File: src/rtl/speaker_arbiter_pkg.sv
// speaker_pkg: shared types and the fixed beep-pattern table for the
// speaker arbiter.
//   state_t   - arbiter sequencing states
//   pattern_t - one beep pattern: tone half-period (clk cycles), beep count,
//               on/off durations in ticks
//   PATTERNS  - packed table indexed by requester (0 = highest priority)
package speaker_pkg;

    localparam int NUM_REQ = 4;

    typedef enum logic [1:0] {
        IDLE,
        TONE,
        GAP,
        COOL
    } state_t;

    typedef struct packed {
        logic [17:0] hp;
        logic [7:0]  beeps;
        logic [15:0] on_ticks;
        logic [15:0] off_ticks;
    } pattern_t;

    localparam pattern_t PAT_ALARM    = '{hp: 18'd12500, beeps: 8'd3, on_ticks: 16'd150, off_ticks: 16'd100};
    localparam pattern_t PAT_OBSTACLE = '{hp: 18'd25000, beeps: 8'd2, on_ticks: 16'd100, off_ticks: 16'd100};
    localparam pattern_t PAT_ACK      = '{hp: 18'd18939, beeps: 8'd1, on_ticks: 16'd50,  off_ticks: 16'd0};
    localparam pattern_t PAT_CHIME    = '{hp: 18'd47778, beeps: 8'd1, on_ticks: 16'd300, off_ticks: 16'd0};

    localparam pattern_t [NUM_REQ-1:0] PATTERNS = {PAT_CHIME, PAT_ACK, PAT_OBSTACLE, PAT_ALARM};

endpackage

File: src/rtl/speaker_arbiter_tone_gen.sv
// tone_gen: square-wave generator for the piezo.
//   clk, rst    - clock, synchronous active-high reset
//   en          - run the tone; when low the counter clears and out drops
//   half_period - cycles per output half-period
//   out         - square wave, period 2*half_period cycles
module tone_gen (
    input  logic        clk,
    input  logic        rst,
    input  logic        en,
    input  logic [17:0] half_period,
    output logic        out
);

    logic [17:0] cnt;

    always_ff @(posedge clk) begin
        if (rst || !en) begin
            cnt <= '0;
            out <= 1'b0;
        // >= rather than == so a shorter half-period taken mid-tone
        // (preemption while sounding) wraps at once instead of running away
        end else if (cnt >= half_period - 18'd1) begin
            cnt <= '0;
            out <= ~out;
        end else begin
            cnt <= cnt + 18'd1;
        end
    end

endmodule

File: src/rtl/speaker_arbiter.sv
// speaker_arbiter: fixed-priority, preemptive owner of the single piezo.
//   clk, rst - clock, synchronous active-high reset
//   req      - level requests, bit 0 highest priority
//   grant    - one-hot current owner, zero when idle or cooling down
//   busy     - owner present or cooldown running
//   done     - one-cycle pulse in the last cycle of a completed pattern
//   soundOn  - tone currently sounding
//   pizo     - square wave to the piezo
module speaker_arbiter
    import speaker_pkg::*;
#(
    parameter int TICK_DIV = 50000,
    parameter int HP_SHIFT = 0,
    parameter int COOLDOWN = 50
) (
    input  logic       clk,
    input  logic       rst,
    input  logic [3:0] req,
    output logic [3:0] grant,
    output logic       busy,
    output logic       done,
    output logic       soundOn,
    output logic       pizo
);

    localparam logic [15:0] DIV_M1     = 16'(TICK_DIV - 1);
    localparam logic [15:0] COOL_TICKS = 16'(COOLDOWN);

    state_t      state_q, state_d;
    logic [1:0]  owner_q, owner_d;
    logic [7:0]  beeps_q, beeps_d;
    logic [15:0] presc_q, ticks_q, target;
    logic [1:0]  winner;
    logic [3:0]  higher;
    logic        restart, tick_end, preempt, owned;
    pattern_t    pat;

    assign pat = PATTERNS[owner_q];

    // lowest set index wins
    always_comb begin
        winner = 2'd0;
        for (int i = NUM_REQ - 1; i >= 0; i--)
            if (req[i]) winner = 2'(i);
    end

    assign owned   = (state_q == TONE) || (state_q == GAP);
    assign higher  = req & 4'((4'd1 << owner_q) - 4'd1);
    assign preempt = owned && (|higher);

    always_comb begin
        case (state_q)
            TONE:    target = pat.on_ticks;
            GAP:     target = pat.off_ticks;
            COOL:    target = COOL_TICKS;
            default: target = 16'd0;
        endcase
    end

    // true in the final cycle of the current state's duration
    assign tick_end = (presc_q == DIV_M1) && (ticks_q == target - 16'd1);

    always_comb begin
        state_d = state_q;
        owner_d = owner_q;
        beeps_d = beeps_q;
        restart = 1'b0;
        done    = 1'b0;
        case (state_q)
            IDLE: begin
                if (|req) begin
                    owner_d = winner;
                    beeps_d = PATTERNS[winner].beeps;
                    state_d = TONE;
                    restart = 1'b1;
                end
            end
            TONE, GAP: begin
                // preemption outranks completion: no done for a loser
                if (preempt) begin
                    owner_d = winner;
                    beeps_d = PATTERNS[winner].beeps;
                    state_d = TONE;
                    restart = 1'b1;
                end else if (tick_end) begin
                    restart = 1'b1;
                    if (state_q == GAP) begin
                        state_d = TONE;
                    end else begin
                        beeps_d = beeps_q - 8'd1;
                        if (beeps_q == 8'd1) begin
                            done    = 1'b1;
                            state_d = COOL;
                        end else begin
                            state_d = GAP;
                        end
                    end
                end
            end
            COOL: begin
                if (tick_end) begin
                    state_d = IDLE;
                    restart = 1'b1;
                end
            end
            default: state_d = IDLE;
        endcase
    end

    always_ff @(posedge clk) begin
        if (rst) begin
            state_q <= IDLE;
            owner_q <= 2'd0;
            beeps_q <= 8'd0;
            presc_q <= 16'd0;
            ticks_q <= 16'd0;
        end else begin
            state_q <= state_d;
            owner_q <= owner_d;
            beeps_q <= beeps_d;
            if (restart || state_q == IDLE) begin
                presc_q <= 16'd0;
                ticks_q <= 16'd0;
            end else if (presc_q == DIV_M1) begin
                presc_q <= 16'd0;
                ticks_q <= ticks_q + 16'd1;
            end else begin
                presc_q <= presc_q + 16'd1;
            end
        end
    end

    assign grant   = owned ? 4'(4'd1 << owner_q) : 4'd0;
    assign busy    = owned || (state_q == COOL);
    assign soundOn = (state_q == TONE);

    tone_gen u_tone (
        .clk        (clk),
        .rst        (rst),
        .en         (soundOn),
        .half_period(pat.hp >> HP_SHIFT),
        .out        (pizo)
    );

endmodule
File: config.mk
export PLATFORM = sky130hd
export DESIGN_NAME = speaker_arbiter
export DESIGN_NICKNAME = d
export VERILOG_FILES = /design/src/rtl/speaker_arbiter_pkg.sv /design/src/rtl/speaker_arbiter_tone_gen.sv /design/src/rtl/speaker_arbiter.sv
export SDC_FILE = /design/constraint.sdc
export NUM_CORES = 1
export LEC_CHECK = 0
export BUFFER_PORTS_ARGS = -buffer_cell sky130_fd_sc_hd__buf_2
export CAP_MARGIN = 20
export CORE_MARGIN = 1
export CORE_UTILIZATION = 45
export CTS_BUF_LIST = sky130_fd_sc_hd__clkbuf_8
export DETAILED_ROUTE_END_ITERATION = 16
export GPL_TIMING_DRIVEN = 0
export PLACE_DENSITY_LB_ADDON = 0.1
export RECOVER_POWER = 50
export SLEW_MARGIN = 40
export SYNTH_ARGS = -nofsm -noshare
export SYNTH_HDL_FRONTEND = slang
export SYNTH_SLANG_ARGS = --single-unit
export TNS_END_PERCENT = 20
File: constraint.sdc
create_clock -name clk -period 5.35 [get_ports clk]
set_input_delay 0.535 -clock clk [delete_from_list [all_inputs] [get_ports clk]]
set_output_delay 0.535 -clock clk [all_outputs]
set_load 0.05 [all_outputs]
# Word-level counts from Yosys, hierarchy flattened
# Index checks and enable logic that the tools add are counted.
# op_classes
addsub	7
mul	0
n_div	0
order_cmp	3
eq_ne	11
shifts	1
muxes	34
bitwise	2
reduce_logical	18
# op_table
operator	n
58-bit binary-select mux with 2-bit select	2
58-bit two-way mux	1
16-bit case mux with 3 select lines	1
40-bit two-way mux	1
16-bit by 1-bit adder with 16-bit output, second input constant	2
8-bit two-way mux	4
2-bit two-way mux	11
18-bit by 1-bit adder with 18-bit output, second input constant	1
18-bit greater-or-equal comparator	1
18-bit by 1-bit subtractor with 18-bit output, second input constant	1
16-bit equality test	1
16-bit equality test, second input constant	1
8-bit case mux with 2 select lines	1
16-bit by 1-bit subtractor with 16-bit output, second input constant	1
1-bit two-way mux	9
8-bit by 1-bit equality test with 1-bit output, second input constant	1
4-bit OR reduction	2
8-bit by 1-bit subtractor with 8-bit output, second input constant	1
2-bit by 3-bit < comparator with 1-bit output, second input constant	2
2-bit != test, second input constant	3
3-bit != test, second input constant	2
2-bit case mux with 3 select lines	1
3-bit AND reduction	2
2-bit OR reduction	3
other kinds (16)	21
# word_totals
reg_bits	63
latchBits	0
ramBits	0
romBits	0
inputBits	6
output_inout_bits	8
wordCells	83
n_memories	0

# Longest topological paths before layout
# Gate-level depths: netlist (run 1).
# logic_depth
word_depth	11
depth_mapped	16
ltp_nobuf	13

# By module
# A second synthesis (run 1) with hierarchy kept.
# hier_totals
hier_cells	572
hier_area_um2	4610.7
# by_module_without_submodules
module	instances	cells_per_inst	area_each_um2	seq_area_each_um2
speaker_arbiter	1	391	3064.2	880.8
tone_gen	1	181	1546.5	380.4

# Worst setup path after synthesis (run 1)
# No wires, ideal clock.
# synth_path
kind	register -> output
from	register state_q[1]
to	output port done
arrival_time_ns	3.283
t_required_ns	4.815
path_slack_ns	1.532
path_stages_with_launch	15
path_buffers	2
cell_sequence	dfxtp_1 inv_1 ha_1 buf_2 o21ai_1 a21oi_2 inv_1 ha_1 clkbuf_2 and2_1 xnor3_1 nor4_1 nor2_1 nor3_1 and3_1
# synth_via
elab_chain_cells	8
word_cells_on_any_way	14
classes_between	add/sub (1); eq/ne (4); mux (5); reduce/logical (4)
# synth_rtl
item	line	text
start: declaration	speaker_arbiter.sv:29	state_t state_q, state_d;
start signal: assignment	speaker_arbiter.sv:118	state_q <= state_d;
2-bit by 1-bit equality test with 1-bit output *	n/a	
via soundOn	speaker_arbiter.sv:22	output logic soundOn,
16-bit case mux with 3 select lines	speaker_arbiter.sv:52	case (state_q)
16-bit by 1-bit subtractor with 16-bit output	speaker_arbiter.sv:61	assign tick_end = (presc_q == DIV_M1) && (ticks_q == target - 16'd1);
16-bit equality test	speaker_arbiter.sv:61	
1-bit logical AND	speaker_arbiter.sv:61	
1-bit two-way mux	speaker_arbiter.sv:85	end else if (tick_end) begin
1-bit two-way mux	speaker_arbiter.sv:80	if (preempt) begin
1-bit two-way mux *	speaker_arbiter.sv:69	case (state_q)
end: declaration	speaker_arbiter.sv:21	output logic done,
# Mark *: on every way through the listed nets, which the timed path passes. The rest lies on a longest branch.

# Worst setup path after layout (run 1)
# layout_path
from	register owner_q[1]
to	output port done
# layout_via
elab_chain_cells	9
word_cells_on_any_way	14
classes_between	add/sub (2); eq/ne (1); shift (1); mux (6); bitwise (1); reduce/logical (3)
# layout_rtl
item	line	text
start: declaration	speaker_arbiter.sv:30	logic [1:0] owner_q, owner_d;
start signal: assignment	speaker_arbiter.sv:119	owner_q <= owner_d;
58-bit binary-select mux with 2-bit select	speaker_arbiter.sv:38	assign pat = PATTERNS[owner_q];
58-bit two-way mux (not written as such)	speaker_arbiter.sv:38	
16-bit case mux with 3 select lines	speaker_arbiter.sv:52	
16-bit by 1-bit subtractor with 16-bit output	speaker_arbiter.sv:61	
16-bit equality test	speaker_arbiter.sv:61	
1-bit logical AND	speaker_arbiter.sv:61	
1-bit two-way mux	speaker_arbiter.sv:85	
1-bit two-way mux *	speaker_arbiter.sv:80	
1-bit two-way mux *	speaker_arbiter.sv:69	
# Mark *: on every way between the ends. The rest lies on a longest branch, timed or not. The select of a mux whose other input is x is not followed.

==> results of run 1 <==
layout by cell type, fill, tap and decap left out, drive strengths merged, types with 10 or more instances in the layout:
cell / n
and3: 10
nand3: 27
ha: 33
a21oi: 43
buf: 13
nor3: 13
or3: 15
inv: 27
o21ai: 11
nand2: 46
nor2: 45
dfxtp: 63
xnor2: 24
nand4: 11
xor2: 25
clkbuf: 29
layer usage:
metal	routed length, um	vias to the layer above	global-route usage, %
met4	140	0	6.20
met5	0	-	0
met3	369	16	4.26
li1	-	1868	-
met1	4720	1695	27.4
met2	4510	67	35.9
area by class of cell:
type	instances	area (um2)	share of cell area, %
clock buffers	9	124	2.69
well taps	108	135	2.94
repair buffers	13	56.3	1.22
multi-input cells	402	2700	58.6
clock inverters	7	121	2.64
inverters	27	101	2.20
flip-flops and latches	63	1260	27.4
plain buffers	20	105	2.29
final timing paths:
| check | slack [ns] | end | start |
|---|---|---|---|
| hold / removal | 0.47 | beeps_q[6]$_SDFFE_PP0P_ | beeps_q[6]$_SDFFE_PP0P_ |
| setup reg to reg | 1.04 | ticks_q[5]$_SDFFE_PP0P_ | owner_q[1]$_SDFFE_PP0P_ |
| setup / recovery | 0.79 | done | owner_q[1]$_SDFFE_PP0P_ |
| hold reg to reg | 0.47 | beeps_q[6]$_SDFFE_PP0P_ | beeps_q[6]$_SDFFE_PP0P_ |
flip-flops by register name (all words and copies together) (netlist names):
signal,flops
beeps_q,8
owner_q,2
presc_q,16
state_q,2
ticks_q,16
u_tone.cnt,18
u_tone.out,1
worst min-delay path, cell delays in order (launching register included):
cell	delay, ns
dfxtp_1	0.32
nand2_1	0.06
mux2i_1	0.05
power breakdown:
part | internal, mW | total [mW] | switching (mW) | leakage (nW)
clock | 0.311 | 0.513 | 0.202 | 0.123
combinational | 0.229 | 0.660 | 0.431 | 1.07
sequential | 0.487 | 0.511 | 0.0239 | 0.509
metrics by stage:
step / power (mW) / area (um2) / util (%)
after floorplan: 1.03 / 4180 / -
final: 1.68 / 4600 / 52.0
after global placement: 1.18 / 4380 / 49.5
after CTS: 1.70 / 4630 / 52.3
after global routing: 1.79 / 4600 / 52.0
after detailed placement: 1.19 / 4380 / 49.5
logic make-up after synthesis:
logic type	Yosys count	share of synthesized area [%]
flip-flops	63	30.2
XOR/XNOR	50	10.8
buffers and inverters	47	5.03
AO/OA/AOI/OAI	100	15.8
AND/OR/NAND/NOR	209	26.1
adder cells (fa/ha/maj)	33	9.87
other	1	0.0897
multiplexers	9	2.15
==> impl_metrics.env, run 1 <==
export IMPL_status="finished, final reports clean"
export IMPL_cts_tree="done"
export IMPL_powerDensity_mw_per_mm2=366
export IMPL_core_area_mm2=0.00885
export IMPL_arrival_ns=4.02
export IMPL_die_h_um=98.4
export IMPL_rsz0062_at_grt="false"
export IMPL_worstHoldPathType="register to register"
export IMPL_grt_overflow_total=0
export IMPL_grt_util_all_layers_pct=21.2
export IMPL_vias_per_cell=5.62
export IMPL_worstPathCellList="ha_1, o21ai_0, a21oi_1, inv_1, ha_1, clkbuf_1, and2_0, xnor3_1, nor4_1, nor2_1, nor3_1, and3_1, buf_2"
export IMPL_clkLatencyLatePin_ns=0.35
export IMPL_avgRoutedWirePerCell_um=15.0
export IMPL_wirelength_mm=9.74
export IMPL_synth_area_top_cells="dfxtp_1, ha_1, xor2_1"
export IMPL_drtIter0Drc=166
export IMPL_worst_pin_slew_ns=1.02
export IMPL_diodes=0
export IMPL_worst_path_most_repeated_cell="ha_1"
export IMPL_period_needed_ns=4.56
export IMPL_rows=34
export IMPL_cp_slowest_cell="dfxtp_1"
export IMPL_cts_hold_buf=0
export IMPL_first_pass_iters=6
export IMPL_cts_repair_resized=0
export IMPL_synth_distinct_cells=64
export IMPL_maxSlewViolCount=0
export IMPL_htree_levels=3
export IMPL_holdPathStages=2
export IMPL_clock_sinks=63
export IMPL_drv_cap=0
export IMPL_ir_drop_mv=0.169
export IMPL_tns_ns=0
export IMPL_syn_cell_area_mm2=0.00418
export IMPL_whs_ns=0.472
export IMPL_finalNetCount=575
export IMPL_numCtsBuffers=9
export IMPL_root_buffer="clkbuf_8"
export IMPL_path_depth=13
export IMPL_synth_common_cells="dfxtp_1, nand2_1, nor2_1"
export IMPL_p_leak_nw=1.70
export IMPL_dieArea_mm2=0.00968
export IMPL_synthArstFlopShare_pct=0
export IMPL_fin_worst_skew_ns=0.0139
export IMPL_gp_congestion=0.819
export IMPL_fp_dieW_um=98.4
export IMPL_postRouteAntennaNets=0
export IMPL_grt_antenna_before_repair=0
export IMPL_ys_seq_elements=63
export IMPL_synth_cells=512
export IMPL_r2r_cells=13
export IMPL_yosysTopAreaCell="dfxtp_1"
export IMPL_worstPathMaxFanout=9
export IMPL_ios=14
export IMPL_area_delta_synth_final_pct=9.96
export IMPL_synth_ff_type="dfxtp_1"
export IMPL_hold_viol=0
export IMPL_grt_max_degree=13
export IMPL_crit_family="simple AND/OR/NAND/NOR gates"
export IMPL_startpoint_type="register"
export IMPL_dp_slack_ns=1.42
export IMPL_grt_pass1_wl_mm=16.7
export IMPL_synth_edf_count=0
export IMPL_cts_setup_buffers=0
export IMPL_crit_buf_inv=3
export IMPL_yosysMostFrequentCell="dfxtp_1"
export IMPL_seq_area_frac_synth_pct=30.2
export IMPL_num_vias=3646
export IMPL_grt_pass1_vias=3567
export IMPL_setup_violations=0
export IMPL_port_buffers=13
export IMPL_syn_avg_cell_area_um2=8.17
export IMPL_post_dp_hpwl_mm=7.30
export IMPL_fin_cells=649
export IMPL_cp_required_ns=4.82
export IMPL_fillers=893
export IMPL_clk_pin_slew_worst_paths_ns=0.08
export IMPL_maxSlewHeadroom_pct=31.2
export IMPL_clock_fmax_mhz=219
export IMPL_dp_cells=633
export IMPL_cts_buffer_depth=2
export IMPL_cp_end_kind="output pin"
export IMPL_synth_nets=551
export IMPL_slowest_delay_ns=0.48
export IMPL_fin_crit_sh_pct=85.2
export IMPL_netlist_area_leader_share_pct=30.2
export IMPL_initial_core_util_pct=47.3
export IMPL_drc=0
export IMPL_drive_above_1_share_pct=6.65
export IMPL_synth_warning_count=0
export IMPL_fin_ws_ns=0.790
export IMPL_worst_setup_path_type="register to output pin"
Power figures use the tool's default switching activity.
==> inputs of run 2 (changes only) <==
--- a/config.mk
+++ b/config.mk
@@ -12,6 +12,7 @@
 export CTS_BUF_LIST = sky130_fd_sc_hd__clkbuf_8
 export DETAILED_ROUTE_END_ITERATION = 16
 export GPL_TIMING_DRIVEN = 0
+export MAX_ROUTING_LAYER = met4
 export PLACE_DENSITY_LB_ADDON = 0.1
 export RECOVER_POWER = 50
 export SLEW_MARGIN = 40
==> constraint.sdc (replaced) <==
create_clock -name clk -period 4.03 [get_ports clk]
set_input_delay 0.403 -clock clk [delete_from_list [all_inputs] [get_ports clk]]
set_output_delay 0.403 -clock clk [all_outputs]
set_load 0.05 [all_outputs]
==> run 2 against run 1 <==
Combinational power increased by 40%. Clock power rose by 33%. Via count up 0.19%. Worst hold slack worse by 0.077 ns. Die area stayed put. Design area grew 1.5%. Final cell count stayed put. Worst setup slack got worse by 0.54 ns. Critical path type unchanged. Critical endpoint unchanged. Largest power group unchanged. Highest routed layer unchanged.
==> impl_metrics.env, run 2 (same netlist as run 1, synthesis figures left out) <==
export IMPL_rsz0062_at_grt="false"
export IMPL_worstHoldPathType="input pin to register"
export IMPL_dieArea_mm2=0.00968
export IMPL_reg2reg_to="beeps_q[2]$_SDFFE_PP0P_"
export IMPL_crit_family="simple AND/OR/NAND/NOR gates"
export IMPL_hold_viol=0
export IMPL_postRouteAntennaNets=0
export IMPL_largest_register_ffs=18
export IMPL_diodes=0
export IMPL_p_sw_mw=0.890
export IMPL_clock_fmax_mhz=264
export IMPL_arrival_ns=3.38
export IMPL_drc=0
export IMPL_p_seq_share_pct=29.8
export IMPL_cts_tree="done"
export IMPL_fillers=881
export IMPL_post_dp_hpwl_mm=7.30
export IMPL_wirelength_mm=9.79
export IMPL_intPower_mw=1.40
export IMPL_clock_power_share_pct=29.8
export IMPL_slowest_delay_ns=0.43
export IMPL_reg2reg_from="state_q[0]$_SDFFE_PP0P_"
export IMPL_crit_end="done"
export IMPL_fin_ws_ns=0.246
export IMPL_root_buffer="clkbuf_8"
export IMPL_initial_core_util_pct=47.3
export IMPL_rows=34
export IMPL_setup_violations=0
export IMPL_grt_pass1_vias=3575
export IMPL_area_delta_synth_final_pct=11.6
export IMPL_biggestRegsByFlops="u_tone.cnt (18), presc_q (16), ticks_q (16)"
export IMPL_num_vias=3653
export IMPL_clock_sinks=63
export IMPL_path_depth=15
export IMPL_fp_dieW_um=98.4
export IMPL_drtIter0Drc=139
export IMPL_power_frac_comb_pct=40.4
export IMPL_fin_cells=649
export IMPL_core_area_mm2=0.00885
export IMPL_regMostFlops="u_tone.cnt"
export IMPL_worst_pin_slew_ns=0.698
export IMPL_startpoint="state_q[0]$_SDFFE_PP0P_"
export IMPL_r2r_cells=15
export IMPL_powerDensity_mw_per_mm2=490
export IMPL_drive_above_1_share_pct=9.24
export IMPL_final_common_cell="dfxtp_1"
export IMPL_period_needed_ns=3.78
export IMPL_rrSetupSlack_ns=0.38
export IMPL_crit_buf_inv=5
export IMPL_vias_per_cell=5.63
export IMPL_cp_required_ns=3.63
export IMPL_p_sw_share_pct=38.9
export IMPL_clk_pin_slew_worst_paths_ns=0.08
export IMPL_status="finished, final reports clean"
export IMPL_dp_slack_ns=0.147
export IMPL_gp_congestion=0.831
export IMPL_maxSlewHeadroom_pct=53.5
export IMPL_ios=14
export IMPL_die_h_um=98.4
export IMPL_port_buffers=13
export IMPL_fin_worst_skew_ns=0.0144
export IMPL_worst_setup_path_type="register to output pin"
export IMPL_clkLatencyLatePin_ns=0.35
export IMPL_tns_ns=0
export IMPL_grt_pass1_wl_mm=16.8
export IMPL_ir_drop_mv=0.226
export IMPL_first_pass_iters=6
export IMPL_maxSlewViolCount=0
export IMPL_avgRoutedWirePerCell_um=15.1
export IMPL_grt_overflow_total=0
export IMPL_cp_slowest_cell="dfxtp_1"
export IMPL_dp_cells=633
export IMPL_worstPathMaxFanout=10
export IMPL_grt_max_degree=13
export IMPL_layout_common_cells="dfxtp_1, nand2_1, nor2_1"
export IMPL_startpoint_type="register"
export IMPL_fin_crit_sh_pct=93.9
export IMPL_numCtsBuffers=9
export IMPL_finalNetCount=575
export IMPL_cts_hold_buf=0
export IMPL_drv_cap=0
export IMPL_grt_antenna_before_repair=0
export IMPL_p_leak_nw=1.72
export IMPL_htree_levels=3
export IMPL_worstPathCellList="inv_1, ha_1, buf_4, a21oi_2, inv_1, ha_1, clkbuf_2, xnor2_1, nor3b_1, a31oi_1, nor3_1, nand4_1, nor3_1, and3_1, buf_4"
export IMPL_power_mw=2.29
export IMPL_grt_util_all_layers_pct=21.9
export IMPL_cts_buffer_depth=2
export IMPL_cp_end_kind="output pin"
-- run 2: power groups by stage --
| stage | sequential (mW) | combinational, mW | clock [mW] |
|---|---|---|---|
| 2_1_floorplan | 0.689 | 0.683 | 0 |
| 3_3_place_gp | 0.692 | 0.871 | 0 |
| 3_5_place_dp | 0.693 | 0.881 | 0 |
| 4_1_cts | 0.679 | 0.894 | 0.695 |
| 5_1_grt | 0.685 | 1.03 | 0.721 |
| 6_report | 0.681 | 0.924 | 0.681 |
-- run 2: timing repair --
| action | 4_1_cts | 5_1_grt |
|---|---|---|
| resized for setup | 2 | 12 |
| setup endpoints to repair | 1 | 17 |
| pin swaps | 1 | 1 |
| buffers inserted | 1 | 0 |
-- run 2: worst min path at each step --
stage / start / end / slack [ns] / depth (start not counted)
2_1_floorplan: u_tone.cnt[0]$_SDFF_PP0_ / u_tone.cnt[0]$_SDFF_PP0_ / 0.44 / 1
3_5_place_dp: beeps_q[6]$_SDFFE_PP0P_ / beeps_q[6]$_SDFFE_PP0P_ / 0.46 / 2
3_3_place_gp: beeps_q[6]$_SDFFE_PP0P_ / beeps_q[6]$_SDFFE_PP0P_ / 0.45 / 2
5_1_grt: req[0] / owner_q[1]$_SDFFE_PP0P_ / 0.42 / 4
6_report: req[1] / owner_q[1]$_SDFFE_PP0P_ / 0.39 / 4
4_1_cts: req[0] / owner_q[0]$_SDFFE_PP0P_ / 0.38 / 4
-- run 2: final cells by class --
cell class                      count  area (um2)  share of cell area [%]
Multi-Input combinational cell    402        2750                    59.0
Sequential cell                    63        1260                    27.1
Tap cell                          108         135                    2.90
Clock buffer                        9         124                    2.65
Clock inverter                      7         121                    2.60
Buffer                             19         105                    2.25
Inverter                           27         101                    2.17
Timing Repair Buffer               14        66.3                    1.42
-- run 2: worst register-to-register path: stages, from the launching register on --
cell and delay [ns]:
dfxtp_1 0.43, inv_1 0.12, ha_1 0.28, buf_4 0.19
a21oi_2 0.15, inv_1 0.06, ha_1 0.18, clkbuf_2 0.17
xnor2_1 0.17, nor3b_1 0.19, a31oi_1 0.09, nor4b_1 0.33
o2111ai_1 0.34, clkbuf_2 0.31, nor4_1 0.35, mux2i_1 0.23
-- run 2: per-stage QoR --
stage               hold slack, ns  utilization, %  area [um2]
global route                 0.418            52.7        4670
detailed placement           0.461            49.5        4380
CTS                          0.382            52.4        4640
finish                       0.394            52.7        4670
floorplan                    0.437               -        4180
global placement             0.452            49.5        4380
-- run 2: per-layer routing --
| metal | GRT usage (%) | part of all wire, % |
|---|---|---|
| met2 | 36.2 | 47 |
| met4 | 5.97 | 1.2 |
| met3 | 4.11 | 2.7 |
| met1 | 27.5 | 49 |
| met5 | - | 0 |
==> inputs of run 3 (changes only) <==
--- a/config.mk
+++ b/config.mk
@@ -14,7 +14,6 @@
 export GPL_TIMING_DRIVEN = 0
 export MAX_ROUTING_LAYER = met4
 export PLACE_DENSITY_LB_ADDON = 0.1
-export RECOVER_POWER = 50
 export SLEW_MARGIN = 40
 export SYNTH_ARGS = -nofsm -noshare
 export SYNTH_HDL_FRONTEND = slang
==> run 3 against run 2 <==
First-iteration DRC count decreased by 3.6%. Worst setup slack improved by 0.021 ns. Die area unchanged. Critical endpoint unchanged. Routed wire length increased by 0.19%. Via count increased by 0.14%. Combinational power increased by 0.9%.
==> impl_metrics.env, run 3 (same netlist as run 1, synthesis figures left out) <==
export IMPL_core_area_mm2=0.00885
export IMPL_cts_tree="done"
export IMPL_numCtsBuffers=9
export IMPL_final_common_cell="dfxtp_1"
export IMPL_cts_hold_buf=0
export IMPL_clock_sinks=63
export IMPL_vias_per_cell=5.64
export IMPL_drive_above_1_share_pct=10.9
export IMPL_clkLatencyLatePin_ns=0.35
export IMPL_whs_ns=0.392
export IMPL_post_dp_hpwl_mm=7.30
export IMPL_drv_cap=0
export IMPL_maxSlewViolCount=0
export IMPL_grt_pass1_vias=3575
export IMPL_gp_congestion=0.831
export IMPL_grt_util_all_layers_pct=21.9
export IMPL_drtIter0Drc=134
export IMPL_rrSetupSlack_ns=0.42
export IMPL_grt_max_degree=13
export IMPL_drc=0
export IMPL_maxSlewHeadroom_pct=56.0
export IMPL_startpoint_type="register"
export IMPL_regMostFlops="u_tone.cnt"
export IMPL_grt_overflow_total=0
export IMPL_grt_antenna_before_repair=0
export IMPL_cts_buffer_depth=2
export IMPL_worst_pin_slew_ns=0.656
export IMPL_p_leak_nw=1.75
export IMPL_initial_core_util_pct=47.3
export IMPL_wirelength_mm=9.81
export IMPL_htree_levels=3
export IMPL_fin_crit_sh_pct=93.4
export IMPL_powerDensity_mw_per_mm2=490
export IMPL_worstPathMaxFanout=10
export IMPL_setup_violations=0
export IMPL_period_needed_ns=3.76
export IMPL_cp_required_ns=3.63
export IMPL_clk_pin_slew_worst_paths_ns=0.08
export IMPL_grt_pass1_wl_mm=16.8
export IMPL_biggestRegsByFlops="u_tone.cnt (18), presc_q (16), ticks_q (16)"
export IMPL_first_pass_iters=6
export IMPL_layout_common_cells="dfxtp_1, nand2_1, nor2_1"
export IMPL_ir_drop_mv=0.227
export IMPL_worstHoldPathType="input pin to register"
export IMPL_root_buffer="clkbuf_8"
export IMPL_rsz0062_at_grt="false"
export IMPL_avgRoutedWirePerCell_um=15.1
export IMPL_fillers=876
export IMPL_die_h_um=98.4
export IMPL_cp_end_kind="output pin"
export IMPL_ios=14
export IMPL_hold_viol=0
export IMPL_tns_ns=0
export IMPL_arrival_ns=3.36
export IMPL_fin_worst_skew_ns=0.0140
export IMPL_diodes=0
export IMPL_area_delta_synth_final_pct=12.0
export IMPL_worst_setup_path_type="register to output pin"
export IMPL_port_buffers=13
export IMPL_finalNetCount=575
export IMPL_dieArea_mm2=0.00968
export IMPL_fp_dieW_um=98.4
export IMPL_largest_register_ffs=18
export IMPL_clock_fmax_mhz=266
export IMPL_status="finished, final reports clean"
export IMPL_postRouteAntennaNets=0
export IMPL_rows=34
export IMPL_num_vias=3658
[run 3: changes by cell type in the layout (fill, tap and decap cells not counted)]
| cell | delta |
|---|---|
| nor4_2 | +1 |
| clkbuf_2 | -1 |
| clkbuf_1 | -8 |
| buf_2 | +9 |
| nor4_1 | -1 |
[run 3: stage by stage]
stage / cell area, um2 / setup WS [ns] / std cells / utilization (%) / total power [mW]
global placement: 4380 / 0.213 / 633 / 49.5 / 1.56
CTS: 4640 / 0.0193 / 650 / 52.4 / 2.27
detailed placement: 4380 / 0.147 / 633 / 49.5 / 1.57
finish: 4680 / 0.266 / 649 / 52.9 / 2.30
global route: 4680 / 0.0406 / 649 / 52.9 / 2.44
floorplan: 4180 / 0.344 / 512 / - / 1.37
[run 3: per-layer routing]
| metal | GRT usage, % | wire [um] | vias to the layer above |
|---|---|---|---|
| met3 | 4.11 | 380 | 13 |
| met5 | - | 0 | - |
| met4 | 5.97 | 126 | 0 |
| li1 | - | - | 1860 |
| met2 | 36.2 | 4600 | 57 |
| met1 | 27.5 | 4700 | 1728 |
[run 3: layout make-up]
type,count,area [um2],area share (%)
inverter,27,101,2.16
timing repair buffer,14,75.1,1.60
sequential,63,1260,27.0
multi-input combinational,402,2760,58.9
clock inverter,7,121,2.59
clock buffer,9,124,2.64
tap,108,135,2.89
buffer,19,106,2.27
[run 3: worst paths after layout]
path	start	endpoint	cells past startpoint
max	state_q[0]$_SDFFE_PP0P_	done	15
min reg2reg	beeps_q[6]$_SDFFE_PP0P_	beeps_q[6]$_SDFFE_PP0P_	2
max reg2reg	state_q[0]$_SDFFE_PP0P_	state_q[1]$_SDFFE_PP0P_	15
min	req[1]	owner_q[1]$_SDFFE_PP0P_	4
[run 3: power breakdown]
group	internal, mW	total, mW	switching (mW)	leakage, nW
logic	0.342	0.932	0.590	1.11
clock network	0.413	0.683	0.270	0.123
registers	0.647	0.681	0.0339	0.509
[run 3: critical path, cell delays in order (launching register included)]
cell and delay, ns:
dfxtp_1 0.43, inv_1 0.12, ha_1 0.28, buf_4 0.19, a21oi_2 0.14, inv_1 0.06, ha_1 0.18, clkbuf_2 0.17
xnor2_1 0.16, nor3b_1 0.19, a31oi_1 0.09, nor3_1 0.21, nand4_1 0.12, nor3_1 0.25, and3_1 0.21, buf_4 0.20
[run 3: timing repair]
action / in CTS / in global routing
gates resized for setup: 2 / 12
endpoints found under the setup margin: 1 / 17
setup buffers: 1 / 0
pin swaps: 1 / 1
